==> src/rtl/int_ctrl.sv <==
// Vectored interrupt controller: N_SRC active-low sources with enable, two priority
// levels with one level of nesting, edge/level trigger and request/ack/RETI handshake.
module int_ctrl #(
  parameter int               N_SRC      = 5,
  parameter int               VEC_W      = 16,
  parameter logic [VEC_W-1:0] VEC_BASE   = 16'h0003,
  parameter int               VEC_STRIDE = 8,
  localparam int              IDX_W      = (N_SRC > 1) ? $clog2(N_SRC) : 1
) (
  input  logic             clk,
  input  logic             reset,
  input  logic [N_SRC-1:0] int_n,
  input  logic             cfg_we,
  input  logic [1:0]       cfg_sel,
  input  logic [N_SRC-1:0] cfg_wdata,
  input  logic             irq_ack,
  input  logic             reti,
  output logic             irq_req,
  output logic [VEC_W-1:0] irq_vec,
  output logic [IDX_W-1:0] irq_idx,
  output logic [N_SRC-1:0] pend,
  output logic [1:0]       act
);

  logic [N_SRC-1:0] s1_q, s1_d, s2_q, s2_d, s3_q, s3_d;
  logic [N_SRC-1:0] pend_e_q, pend_e_d;
  logic [N_SRC-1:0] ie_q, ie_d, ip_q, ip_d, it_q, it_d;
  logic             ea_q, ea_d;
  logic             in_high_q, in_high_d, in_low_q, in_low_d;
  logic             irq_req_q, irq_req_d;
  logic [IDX_W-1:0] irq_idx_q, irq_idx_d;
  logic [VEC_W-1:0] irq_vec_q, irq_vec_d;

  logic [N_SRC-1:0] fall, pend_v, elig_h, elig_l, ack_sel;
  logic             ack_ok, ack_high, found_h, found_l;
  logic [IDX_W-1:0] win_h, win_l, win_idx;

  always_comb begin
    s1_d = int_n;
    s2_d = s1_q;
    s3_d = s2_q;

    fall   = s3_q & ~s2_q;
    pend_v = (it_q & pend_e_q) | (~it_q & ~s2_q);

    // A high-priority service blocks everything; a low one blocks only low sources.
    elig_h = {N_SRC{ea_q & ~in_high_q}} & ie_q & pend_v & ip_q;
    elig_l = {N_SRC{ea_q & ~in_high_q & ~in_low_q}} & ie_q & pend_v & ~ip_q;

    found_h = 1'b0;
    found_l = 1'b0;
    win_h   = '0;
    win_l   = '0;
    for (int i = N_SRC - 1; i >= 0; i--) begin
      if (elig_h[i]) begin
        found_h = 1'b1;
        win_h   = IDX_W'(i);
      end
      if (elig_l[i]) begin
        found_l = 1'b1;
        win_l   = IDX_W'(i);
      end
    end
    win_idx = found_h ? win_h : win_l;

    ack_ok  = irq_ack & irq_req_q;
    ack_sel = '0;
    for (int i = 0; i < N_SRC; i++) begin
      ack_sel[i] = ack_ok && (irq_idx_q == IDX_W'(i));
    end
    ack_high = |(ack_sel & ip_q);

    // RETI retires the innermost level before a same-cycle ack opens a new one.
    in_high_d = in_high_q;
    in_low_d  = in_low_q;
    if (reti) begin
      if (in_high_q) in_high_d = 1'b0;
      else           in_low_d  = 1'b0;
    end
    if (ack_ok) begin
      if (ack_high) in_high_d = 1'b1;
      else          in_low_d  = 1'b1;
    end

    pend_e_d = (pend_e_q & ~ack_sel) | (fall & it_q);

    ie_d = ie_q;
    ip_d = ip_q;
    it_d = it_q;
    ea_d = ea_q;
    if (cfg_we) begin
      case (cfg_sel)
        2'd0: ie_d = cfg_wdata;
        2'd1: ip_d = cfg_wdata;
        2'd2: begin
          it_d     = cfg_wdata;
          pend_e_d = pend_e_d & ~(it_q & ~cfg_wdata);
        end
        default: ea_d = cfg_wdata[0];
      endcase
    end

    irq_req_d = (found_h | found_l) & ~ack_ok;
    irq_idx_d = irq_idx_q;
    irq_vec_d = irq_vec_q;
    if (irq_req_d) begin
      irq_idx_d = win_idx;
      irq_vec_d = VEC_BASE + VEC_W'(win_idx) * VEC_W'(VEC_STRIDE);
    end
  end

  always_ff @(posedge clk or negedge reset) begin
    if (!reset) begin
      s1_q      <= '1;
      s2_q      <= '1;
      s3_q      <= '1;
      pend_e_q  <= '0;
      ie_q      <= '0;
      ip_q      <= '0;
      it_q      <= '0;
      ea_q      <= 1'b0;
      in_high_q <= 1'b0;
      in_low_q  <= 1'b0;
      irq_req_q <= 1'b0;
      irq_idx_q <= '0;
      irq_vec_q <= '0;
    end else begin
      s1_q      <= s1_d;
      s2_q      <= s2_d;
      s3_q      <= s3_d;
      pend_e_q  <= pend_e_d;
      ie_q      <= ie_d;
      ip_q      <= ip_d;
      it_q      <= it_d;
      ea_q      <= ea_d;
      in_high_q <= in_high_d;
      in_low_q  <= in_low_d;
      irq_req_q <= irq_req_d;
      irq_idx_q <= irq_idx_d;
      irq_vec_q <= irq_vec_d;
    end
  end

  assign irq_req = irq_req_q;
  assign irq_idx = irq_idx_q;
  assign irq_vec = irq_vec_q;
  assign pend    = pend_v;
  assign act     = {in_high_q, in_low_q};

endmodule

==> config.mk <==
export PLATFORM = sky130hd
export DESIGN_NAME = int_ctrl
export DESIGN_NICKNAME = d
export VERILOG_FILES = /design/src/rtl/int_ctrl.sv
export SDC_FILE = /design/constraint.sdc
export NUM_CORES = 1
export LEC_CHECK = 0
export BUFFER_PORTS_ARGS = -buffer_cell sky130_fd_sc_hd__buf_2
export CORE_MARGIN = 5
export CORE_UTILIZATION = 27
export DETAILED_ROUTE_END_ITERATION = 10
export GPL_ROUTABILITY_DRIVEN = 1
export PLACE_DENSITY = 0.52
export SLEW_MARGIN = 40
export SYNTH_ARGS = -nofsm -noshare
export SYNTH_HDL_FRONTEND = slang
export SYNTH_SLANG_ARGS = --single-unit
==> constraint.sdc <==
create_clock -name clk -period 1.9 [get_ports clk]
set_input_delay 0.38 -clock clk [delete_from_list [all_inputs] [get_ports clk]]
set_output_delay 0.38 -clock clk [all_outputs]
set_load 0.05 [all_outputs]
## Word level (Yosys, flattened, before mapping)

Cells that the tools add are included.

- Logic and storage cells: 94
- ROM bits: 0
- Memories kept: 0
- Latch bits: 0
- RAM bits: 0
- Input bits: 17
- Output and inout bits: 27
- Flip-flop bits (word level): 58

- Divide/modulo/power cells: 0
- Equality and inequality tests: 6
- Muxes and demuxes: 30
- Shift-type cells: 0
- $lt $le $gt $ge: 0
- Bitwise operators: 31
- Add/subtract/negate cells: 1
- Reductions and logical operators: 13
- Multipliers: 0

Operators with widths:

| kind | count |
|---|---|
| AND 5 bit | 14 |
| two-way mux 3 bit | 11 |
| inverter 5 bit | 6 |
| two-way mux 1 bit | 17 |
| two-way mux 5 bit | 2 |
| bitwise OR 5 bit | 2 |
| AND reduction 2 bit | 4 |
| adder 2 x 6 -> 7 bit, first input constant | 1 |
| == test 3 x 2 -> 1 bit, second input constant | 2 |
| logical AND 1 bit | 5 |
| OR reduction 5 bit | 1 |
| AND 1 bit | 4 |
| inverter 1 bit | 4 |
| == test 3 x 1 -> 1 bit, second input constant | 1 |
| == test 3 bit, second input constant | 1 |
| zero test 3 bit | 1 |
| OR reduction 3 bit | 1 |
| == test 2 x 1 -> 1 bit, second input constant | 1 |
| == test 2 bit, second input constant | 1 |
| zero test 2 bit | 1 |
| bitwise OR 1 bit | 1 |

## Logic depth before layout (Yosys ltp)

- Depth after elaboration: 13
- Mapped depth: 5
- Gate-level depth less buffers: 5

## Least setup slack after synthesis

No wires, ideal clock.

- Path type: register to register
- Start: reg s2_q[3]
- End: reg irq_vec_q[1] (netlist: irq_vec[1])
- Data required time: 1.776 ns
- Stages on the path, launching flop included: 6
- Path slack: 0.103 ns
- Setup time: 0.124 ns
- Arrival time: 1.672 ns
- Clock period less this slack: 1.797 ns
- Buffers on the path: 0
- Path through: dfstp_2 -> nor2b_1 -> nor4_1 -> nand2b_1 -> o41a_4 -> or2_1

- Cells in the longest elaborated chain, start to end: 11
- Elaborated cells between the ends (all ways): 17
- Classes of those cells: 8 x mux; 9 x bitwise

RTL lines:

| what | line | RTL |
|---|---|---|
| start: declaration | 25 | `logic [N_SRC-1:0] s1_q, s1_d, s2_q, s2_d, s3_q, s3_d;` |
| start signal: assignment | 115 | `s2_q <= '1;` |
| start signal: assignment | 129 | `s2_q <= s2_d;` |
| inverter 5 bit * | 44 | `pend_v = (it_q & pend_e_q) \| (~it_q & ~s2_q);` |
| AND 5 bit * | 44 |  |
| bitwise OR 5 bit * | 44 |  |
| AND 5 bit (on tied branches) (2 in a row) | 47, 48 |  |
| two-way mux 1 bit (on tied branches) (4 in a row) | 55, 59 |  |
| bitwise OR 1 bit * | 103 | `irq_req_d = (found_h \| found_l) & ~ack_ok;` |
| AND 1 bit * | 103 |  |
| via irq_req_d | 30 | `logic irq_req_q, irq_req_d;` |
| end signal: assignment | 140 | `irq_vec_q <= irq_vec_d;` |
| end: declaration | 32 | `logic [VEC_W-1:0] irq_vec_q, irq_vec_d;` |

The timed path passes the listed nets; every way through them passes the cells marked *.
A chain may end at the register's enable or synchronous reset.

## Worst setup path after layout

- Start: reg s2_q[1]
- End: reg irq_vec_q[1] (netlist: irq_vec[1])

- Cells in the longest elaborated chain, start to end: 9
- Elaborated cells between the ends (all ways): 13
- Classes of those cells: 4 x mux; 9 x bitwise

RTL lines:

| what | line |
|---|---|
| inverter 5 bit * | 44 |
| AND 5 bit * | 44 |
| bitwise OR 5 bit * | 44 |
| AND 5 bit (on tied branches) (2 in a row) | 47, 48 |
| two-way mux 1 bit (on tied branches) (2 in a row) | 55, 59 |
| bitwise OR 1 bit * | 103 |
| AND 1 bit * | 103 |
| via irq_req_d | 30 |

Marked as above.

==> metrics.log <==
[metrics] Synth top area share: 0.333
[metrics] worst IR drop on VDD: about 0.00031 V
[metrics] Worst path max stage delay: about 0.54 ns
[metrics] effective utilization at floorplan: 0.275
[metrics] layout cells sized above 1: 0.383
[metrics] Leak Pwr: about 1.1 nW
[metrics] Register-to-Register Setup Slack: about 0.067 ns
[metrics] Post-DRT Antenna Nets: 0
[metrics] flip-flop and latch count after synthesis: 43
[metrics] violation count after the first detailed-route iteration: between 90 and 100
[metrics] total global-route track usage: 0.0992
[metrics] final worst clock skew: between 0.006 and 0.007 ns
[metrics] final HPWL from detailed placement: 3540 um
[metrics] fraction of registers with async set/reset: 1.00
[metrics] portion of total power attributed to sequential cells: 0.411
[metrics] Critical Path Source Type: register
[metrics] ratio of total power to cell area: 1290 mW/mm^2
[metrics] average wire per cell in the routed design: roughly 13 um
[metrics] crit path capture type: register
[metrics] antenna diode instance count: 0
[metrics] Post-synth top flop: sky130_fd_sc_hd__dfrtp_1
[metrics] fillers: between 800 and 900
[metrics] RSZ-0062 raised after global routing: yes
[metrics] Rows: 32
[metrics] Clk network pwr share: 0.173
[metrics] sequential-to-total area share from yosys stat: 0.520
[metrics] GR Overflow Total: 0
[metrics] core box area: 0.00765 mm^2
[metrics] number of cells on the worst reg-to-reg path: 5
[metrics] chip height: ~98 um
[metrics] Detailed Routing Iterations Pass 1: 4
[metrics] number of design rule violations left after detail routing: 0
[metrics] cell type with the largest total area after synthesis: sky130_fd_sc_hd__dfrtp_1
[metrics] final-report setup violation count: 0
[metrics] Data required, critical path: about 2.1 ns
[metrics] Max Fclk: 0.545 GHz
[metrics] part of the power in combinational logic: 0.416
[metrics] number of violations of the max-capacitance limit: 0
[metrics] Min Clock Period, post-route: roughly 1.8 ns
[metrics] CTS max path bufs: 2
[metrics] CTS tree: done
[metrics] clock sinks: 43
[metrics] count of synthesis-stage warnings from yosys: 0
[metrics] highest-delay cell along the critical path: sky130_fd_sc_hd__dfstp_2
[metrics] number of H-tree branching levels: 2
[metrics] maximum number of pins on one net before global-route repair: 26
[metrics] net switching share of the total power: 0.430
[metrics] number of instances in the synthesized netlist: about 190
[metrics] Net Switching: 1.38 mW
[metrics] total detailed-routing wirelength: ~4500 um
[metrics] clock insertion delay at the later pin of the skew report: 0.29 ns
[metrics] number of buffers created by CTS: 5
[metrics] data arrival time of the worst path: between 2 and 2.5 ns
[metrics] first-pass GRT wire length: ~7600 um
[metrics] area growth from synthesis to final layout: 18.0%
[metrics] placer's final routability congestion estimate: about 0.96
[metrics] Reg clk slew, reported paths: about 0.080 ns
[metrics] commonest non-fill, non-tap cell in the layout: sky130_fd_sc_hd__buf_2
[metrics] category of the most critical setup path: register to register
[metrics] status: finished clean
[metrics] final critical-path share of the clock period: 0.965
[metrics] highest-count cells in the layout ignoring fill and taps: 32 x sky130_fd_sc_hd__buf_2, 27 x sky130_fd_sc_hd__dfrtp_1, 20 x sky130_fd_sc_hd__nand2_1
[metrics] Die ar.: about 0.0097 mm^2
[metrics] final non-filler cell total: between 300 and 400
[metrics] Clock Tree Root: sky130_fd_sc_hd__clkbuf_8
[metrics] series of cell instances along the critical path: nor2b_4 > nor3_1 > o21a_1 > o41a_4 > or2_1
[metrics] total via count in the routed design: about 1500
[metrics] Total Power Consumption: between 3 and 4 mW
[metrics] Vias per Instance: between 4 and 5
[metrics] Max FO, Critical Path: 5
[metrics] Cells after DPL: 329
[metrics] Distinct cells, synth: 48
[metrics] Hold Vio Cnt, Final: 0
[metrics] count of buffers inserted at the top-level ports: 32
[metrics] average instance area after synthesis: 10.8 um^2
[metrics] Worst Hold Class: input port to asynchronous set/reset pin
[metrics] Power Internal: about 1.8 mW
[metrics] area of the mapped netlist: 0.00210 mm^2
[metrics] number of nets in the layout: 251
[metrics] setup repair bufs after CTS: 0
[metrics] initial antenna violation count: 0
[metrics] Die X-Extent: a little under 100 um
[metrics] count of flip-flops with a built-in enable after synthesis: 0
[metrics] Area contributors post-synth: sky130_fd_sc_hd__dfrtp_1 33%, sky130_fd_sc_hd__dfstp_2 19%, sky130_fd_sc_hd__buf_4 6.1%, sky130_fd_sc_hd__mux2_2 5.4%, sky130_fd_sc_hd__nand2_1 3.6%
[metrics] Final Max Tran Viols: 0
[metrics] number of top-level pins: 44
[metrics] vias in the first global route: roughly 1500
-- what timing repair did --
item | CTS | global route
hold buffers | 0 | 0
setup endpoints to repair | 0 | 3
resized for setup | 0 | 7
-- worst max-delay path, delay by kind of cell (launching register included) --
family | cells | cell delay [ns]
and+or+nand+nor | 3 | 0.45
DFF | 1 | 0.54
AOI/OAI and AO/OA | 2 | 0.73
-- logic make-up (layout without fill, tap and decap cells) --
family | count (synthesis) | in the layout | share of synthesized area
AND/OR/NAND/NOR | 72 | 72 | 0.202
flip-flops | 43 | 43 | 0.520
AO/OA/AOI/OAI | 38 | 38 | 0.133
buffers and inverters | 28 | 59 | 0.0803
multiplexers | 12 | 12 | 0.0630
other | 1 | 11 | 0.00178
-- power groups by stage --
stage               sequential [mW]  clock, mW  combinational [mW]
global placement               1.33          0                1.32
detailed placement             1.33          0                1.33
CTS                            1.32      0.583                1.33
floorplan                      1.40          0               0.964
finish                         1.32      0.556                1.33
global route                   1.36      0.618                1.44
-- worst paths after layout --
kind / from / to
min in group clk: int_n[0] / s1_q[0]
worst min register to register: s1_q[2] / s2_q[2]
worst max register to register: s2_q[1] / irq_vec[1]
max in group asynchronous: reset / s1_q[3]
worst min-delay path: reset / irq_idx[2]
worst max-delay path: s2_q[1] / irq_vec[1]
-- sequential cells by signal (all words and copies together), names as in the netlist, 3 cells and up --
signal	flops
ip_q	5
s3_q	5
pend_e_q	5
it_q	5
irq_idx	3
s1_q	5
ie_q	5
s2_q	5
-- through the flow --
step / util / hold slack, ns / setup TNS, ns / instance area, um^2 / setup slack (ns)
final: 0.325 / 0.0362 / 0 / 2480 / 0.0668
after CTS: 0.322 / 0.0537 / 0 / 2460 / 0.0345
after global placement: 0.311 / 0.345 / 0 / 2380 / 0.0625
after global routing: 0.325 / 0.0714 / -0.0120 / 2480 / -0.00685
after floorplan: - / 0.0844 / 0 / 2140 / 0.103
after detailed placement: 0.311 / 0.347 / 0 / 2380 / 0.0489
-- area by class of cell --
type                       count  area, um^2  area share
clock buffer                   6        72.6      0.0292
clock inverter                 2        12.5     0.00504
inverter                      10        37.5      0.0151
multi-input combinational    133         897       0.361
sequential                    43        1100       0.441
tap                          102         128      0.0514
timing repair buffer          41         240      0.0967
-- cells in the mapped netlist (2+ instances only) --
library cell and n:
sky130_fd_sc_hd__dfrtp_1 28, sky130_fd_sc_hd__nand2_1 20, sky130_fd_sc_hd__buf_4 17, sky130_fd_sc_hd__dfstp_2 15, sky130_fd_sc_hd__nor2_1 12, sky130_fd_sc_hd__o21ai_0 12
sky130_fd_sc_hd__inv_1 10, sky130_fd_sc_hd__mux2_2 10, sky130_fd_sc_hd__a21oi_1 6, sky130_fd_sc_hd__nand2b_1 6, sky130_fd_sc_hd__nor2b_1 4, sky130_fd_sc_hd__or4_1 4
sky130_fd_sc_hd__a31oi_1 3, sky130_fd_sc_hd__nand3_1 3, sky130_fd_sc_hd__nand3b_1 3, sky130_fd_sc_hd__nor3_1 3, sky130_fd_sc_hd__a32oi_1 2, sky130_fd_sc_hd__and2b_1 2
sky130_fd_sc_hd__mux2i_1 2, sky130_fd_sc_hd__nor2b_4 2, sky130_fd_sc_hd__nor4_1 2, sky130_fd_sc_hd__o22ai_1 2
-- metal layers --
layer  GRT usage  wire, um  share of wire
met5           0         0              0
met4      0.0462        93          0.020
met3      0.0321       297          0.065
met2       0.140      1900           0.42
met1       0.137      2250           0.50
Power figures use the tool's default switching activity.
